`config.mk`:
```
export PLATFORM = sky130hd
export DESIGN_NAME = alu_result_stage
export DESIGN_NICKNAME = d
export VERILOG_FILES = /design/src/rtl/alu_result_stage_pkg.sv /design/src/rtl/alu_result_stage_wb_fifo.sv /design/src/rtl/alu_result_stage.sv
export SDC_FILE = /design/constraint.sdc
export NUM_CORES = 1
export LEC_CHECK = 0
export BUFFER_PORTS_ARGS = -buffer_cell sky130_fd_sc_hd__buf_2
export CAP_MARGIN = 20
export CORE_UTILIZATION = 50
export DETAILED_ROUTE_END_ITERATION = 7
export PLACE_DENSITY = 0.79
export SLEW_MARGIN = 30
export SYNTH_ARGS = -nofsm -noshare
export SYNTH_HDL_FRONTEND = slang
export SYNTH_HIERARCHICAL = 1
export SYNTH_SLANG_ARGS = --single-unit
```
`constraint.sdc`:
```
create_clock -name clk -period 2 [get_ports clk]
set_input_delay 0.4 -clock clk [delete_from_list [all_inputs] [get_ports clk]]
set_output_delay 0.4 -clock clk [all_outputs]
set_load 0.01 [all_outputs]
```
`src/rtl/alu_result_stage_pkg.sv`:
```
// Shared types for the ALU result stage: the flags word and the writeback entry.
package aluPkg;

   typedef struct packed {
      logic n;
      logic z;
      logic c;
      logic v;
   } flagsType;

   typedef struct packed {
      logic [31:0] data;
      logic [4:0]  dest;
      logic        writeReg;
   } wbEntryType;

   localparam int WB_DEPTH = 2;

   function automatic flagsType deriveFlags(input logic [31:0] result,
                                            input logic        carry,
                                            input logic        overflow);
      flagsType f;
      f.n = result[31];
      f.z = (result == 32'd0);
      f.c = carry;
      f.v = overflow;
      return f;
   endfunction

endpackage

```
`src/rtl/alu_result_stage_wb_fifo.sv`:
```
// Two-entry in-order buffer of writeback entries; head output holds its last value when empty.
module wb_fifo
   import aluPkg::*;
(
   input  logic       clk,
   input  logic       reset,
   input  logic       push,
   input  wbEntryType pushEntry,
   input  logic       pop,
   output logic [1:0] count,
   output wbEntryType headEntry
);

   wbEntryType mem [2];
   wbEntryType holdQ;
   logic       head;
   logic       tail;

   always_ff @(posedge clk) begin
      if (reset) begin
         mem[0] <= '0;
         mem[1] <= '0;
         holdQ  <= '0;
         head   <= 1'b0;
         tail   <= 1'b0;
         count  <= 2'd0;
      end else begin
         holdQ <= headEntry;
         if (push) begin
            mem[tail] <= pushEntry;
            tail      <= ~tail;
         end
         if (pop) begin
            head <= ~head;
         end
         case ({push, pop})
            2'b10:   count <= count + 2'd1;
            2'b01:   count <= count - 2'd1;
            default: count <= count;
         endcase
      end
   end

   // After the last pop the head pointer lands on a stale slot, so replay the previous output instead.
   assign headEntry = (count != 2'd0) ? mem[head] : holdQ;

endmodule

```
`src/rtl/alu_result_stage.sv`:
```
// ALU back end: captures the registered result, updates N/Z/C/V, forwards carry and queues writebacks.
module alu_result_stage
   import aluPkg::*;
#(
   parameter int DEPTH = 2
) (
   input  logic        clk,
   input  logic        reset,
   input  logic        aluDone,
   input  logic [31:0] aluResult,
   input  logic        aluCarry,
   input  logic        aluOverflow,
   input  logic [4:0]  destReg,
   input  logic        writeReg,
   input  logic        writeFlags,
   input  logic        flagsLoad,
   input  logic [3:0]  flagsIn,
   output logic        stageReady,
   output logic        carryFlag,
   output logic [3:0]  flags,
   output logic        wbValid,
   input  logic        wbReady,
   output logic [31:0] wbData,
   output logic [4:0]  wbDest,
   output logic        wbWriteReg
);

   localparam logic [2:0] DEPTH_LIMIT = 3'(DEPTH);

   logic       pending;
   logic [4:0] pendDest;
   logic       pendWriteReg;
   logic       pendWriteFlags;
   flagsType   flagsQ;
   logic [1:0] count;
   logic       capture;
   logic       pop;
   wbEntryType pushEntry;
   wbEntryType headEntry;

   // Conservative: a same-cycle pop is ignored so a push never meets a full buffer.
   assign stageReady = ({1'b0, count} + {2'b00, pending}) < DEPTH_LIMIT;
   assign capture    = aluDone & stageReady;

   always_ff @(posedge clk) begin
      if (reset) begin
         pending        <= 1'b0;
         pendDest       <= 5'd0;
         pendWriteReg   <= 1'b0;
         pendWriteFlags <= 1'b0;
      end else begin
         pending <= capture;
         if (capture) begin
            pendDest       <= destReg;
            pendWriteReg   <= writeReg;
            pendWriteFlags <= writeFlags;
         end
      end
   end

   always_ff @(posedge clk) begin
      if (reset) begin
         flagsQ <= '0;
      end else if (flagsLoad) begin
         flagsQ <= flagsType'(flagsIn);
      end else if (pending && pendWriteFlags) begin
         flagsQ <= deriveFlags(aluResult, aluCarry, aluOverflow);
      end
   end

   assign flags     = flagsQ;
   assign carryFlag = (pending && pendWriteFlags) ? aluCarry : flagsQ.c;

   assign pushEntry.data     = aluResult;
   assign pushEntry.dest     = pendDest;
   assign pushEntry.writeReg = pendWriteReg;

   assign wbValid = (count != 2'd0);
   assign pop     = wbValid & wbReady;

   wb_fifo u_wb_fifo (
      .clk       (clk),
      .reset     (reset),
      .push      (pending),
      .pushEntry (pushEntry),
      .pop       (pop),
      .count     (count),
      .headEntry (headEntry)
   );

   assign wbData     = headEntry.data;
   assign wbDest     = headEntry.dest;
   assign wbWriteReg = headEntry.writeReg;

endmodule

```
==> results.tsv <==
stage	metric	value	unit
floorplanning	die_h	109	um
place	portBuffers	94	
place	dpl-instance-area	6250	sq um
global_routing	grt_pass1_wl	19300	um
cts	cts_sinks	131	
sta	setup_viol	38	
global_routing	gr-usage-all-layers	22.6	%
sta	worstMarginPinSlew	0.616	ns
flow_run	max_cap_violations	0	
sta	fin_crit	2.12	ns
setup_path	cp_slowest_stage_delay	0.35	ns
sta	hold_ws	0.235	ns
place	placedCellCount	723	
synthesis	ys_ff_latch	131	
status	violations	negative setup slack	
status	status	finished with violations	
layout	final_common_cell	buf_2	
floorplanning	core-area	10900	sq um
route	dr.pass1.iters	4	
place	hpwl	7930	um
sta	slew_headroom	58.5	%
worst_hold_path	hp-class	in2reg	
power_and_ir_drop	power_leakage	2.97	nW
place	routabilityCongestion	0.787	
cts	insertion_delay	0.42	ns
route	drt_iter0_markers	250	
layout	design_area	7330	sq um
sta	worst_slack	-0.116	ns
global_routing	grt_max_degree	60	
setup_path	crit_chain	buf_6, or2_4, buf_12, nor2_2, nor2_1, buf_2	
synthesis	synth_cell_type_count	41	
setup_path	start_kind	register	
synthesis	synthesis.nets	554	
floorplanning	die_width	109	um
setup_path	path_buf_inv	3	
sta	rsz0062_at_grt	true	
layout	final_cells	772	
synthesis	syn_inst	503	
setup_path	path_max_fanout	15	
synthesis	synth_area	5680	sq um
layout	area_growth	29.1	%
sta	post-route-period-util	106	%
cts	cts.path.max_buffers	2	
setup_path	path_delay_family	simple AND/OR/NAND/NOR gates	
synthesis	ys_warn_count	6	
layout	layout-drive-gt1-share	38.6	%
cts	root_buffer	clkbuf_16	
global_routing	antenna_found_initial	0	
layout	final_cell_mix	94 x buf_2, 76 x and2_1, 76 x edfxtp_1	
floorplanning	dieArea	11800	sq um
cts	cts_buffers	17	
setup_path	slowest_stage	dfxtp_4	
setup_path	crit_path_end_kind	primary output	
sta	clock.fmax	0.473	GHz
route	wl_per_cell	17.4	um
route	viasPerCell	5.38	
synthesis	avgSynthCellArea	11.3	sq um
synthesis	synth-seq-area-share	59.6	%
route	postRouteAntennaNets	0	
floorplanning	rows	38	
route	vias	4151	
global_routing	grt.overflow.total	0	
setup_path	crit_required	1.60	ns
cts	cts_tree	built	
sta	final.setup_skew	0.00670	ns
global_routing	grt_pass1_vias	4021	
sta	drv_slew	0	
power_and_ir_drop	powerDensity	1700	nW/um^2
layout	antenna_cells	0	
power_and_ir_drop	ir_drop	0.00112	V
cts	cts_max_level	4	
setup_path	path_class	reg2out	
setup_path	arrival	1.72	ns
cts	clk_pin_slew_worst_paths	0.05	ns
layout	fin_nets	671	
route	wl	13400	um
route	drc	0	
sta	finalHoldViolCount	0	
floorplanning	initial_core_util	51.9	%
floorplanning	io_pins	95	
sta	fin_tns_setup	-2.52	ns
## cells by family after synthesis
kind of cell / synth area share (%)
simple gates: 25.3
flops: 59.6
compound gates: 9.28
buf+inv: 4.76
xor+xnor: 0.617
mux: 0.198
fa+ha+maj: 0.220
## synth_stat cells (all sizes together)
cell / count / share of area, %
or4: 2 / 0.26
xnor2: 3 / 0.46
nand2b: 1 / 0.11
nor4: 7 / 0.77
mux2: 1 / 0.20
o32ai: 1 / 0.15
clkbuf: 11 / 0.79
xor2: 1 / 0.15
dfxtp: 55 / 19
or2: 3 / 0.33
clkinv: 1 / 0.066
and2: 77 / 8.5
nand4: 1 / 0.11
nor2b: 41 / 4.5
buf: 21 / 3.6
o211a: 1 / 0.18
a21oi: 8 / 0.71
nand3: 8 / 0.71
edfxtp: 76 / 40
inv: 4 / 0.26
o21ai: 8 / 0.71
a22oi: 1 / 0.13
a211oi: 40 / 7.1
nor3: 43 / 4.3
and3: 2 / 0.22
a21o: 2 / 0.26
ha: 1 / 0.22
nand2: 1 / 0.066
or3: 1 / 0.11
nor2: 81 / 5.4
## stage by stage
stage | util, % | worst slack (ns) | power [W]
2_1_floorplan | - | 0.0521 | 0.00670
3_3_place_gp | 57.0 | -0.0325 | 0.00789
3_5_place_dp | 57.2 | -0.0405 | 0.00802
4_1_cts | 63.4 | -0.119 | 0.0113
5_1_grt | 67.0 | -0.153 | 0.0131
6_report | 67.0 | -0.116 | 0.0125
## power by group
| group | internal, W | switching, W | total, W | leakage [nW] |
|---|---|---|---|---|
| Combinational | 0.00263 | 0.00330 | 0.00593 | 1.47 |
| Sequential | 0.00350 | 0.000358 | 0.00385 | 1.25 |
| Clock | 0.00162 | 0.00105 | 0.00267 | 0.246 |
| Total | 0.00774 | 0.00471 | 0.0125 | 2.97 |
## state kept, by name (all words and copies together) (netlist names), named ones only
register and cells:
u_wb_fifo/head 1, pendDest 5, u_wb_fifo/tail 1, u_wb_fifo/mem 76
pendWriteFlags 1, pendWriteReg 1, u_wb_fifo/count 2, flags 4
pending 1, u_wb_fifo/holdQ 38
## area by class of cell
class	instances	area [sq um]
clock inverter	7	33.8
multi-input combinational	336	2340
clock buffer	24	472
tap	140	175
inverter	5	20.0
timing repair buffer	129	896
sequential	131	3390
fill	782	3600
## repair_timing
action | 4_1_cts | 5_1_grt
resized for setup | 41 | 56
hold buffers | 0 | 0
setup endpoints to repair | 40 | 39
buffers inserted | 3 | 10
pin swaps | 1 | 5
cloned | 1 | 4
## worst register-to-register path, delay by kind of cell, from the launching register on
| kind | cells | cell delay [ns] |
|---|---|---|
| adders and majority gates | 1 | 0.16 |
| xor gates and xnor gates | 1 | 0.13 |
| DFF | 1 | 0.36 |
| buffers and inverters | 2 | 0.26 |
| AOI/OAI and AO/OA | 1 | 0.15 |
| and+or+nand+nor | 3 | 0.83 |
## path summary, 6_finish.rpt
check        slack, ns                             from  cells after the start                              end
max              -0.12  u_wb_fifo/count[1]$_SDFFE_PP0P_                      6                       wbData[12]
max reg2reg       0.05  u_wb_fifo/count[0]$_SDFFE_PP0P_                      8  u_wb_fifo/count[1]$_SDFFE_PP0P_
min               0.24                       destReg[1]                      3         pendDest[1]$_SDFFE_PP0P_
min reg2reg       0.49         pendDest[4]$_SDFFE_PP0P_                      2         pendDest[4]$_SDFFE_PP0P_
## metal layers
layer | GRT usage (%) | share of wire [%] | up-vias
li1 | - | - | 1998
met1 | 26.3 | 40 | 2008
met2 | 38.5 | 53 | 123
met3 | 6.09 | 5.2 | 22
met4 | 10.6 | 1.8 | 0
met5 | 0 | 0 | -
No activity file was read; power rests on OpenSTA's default activity.
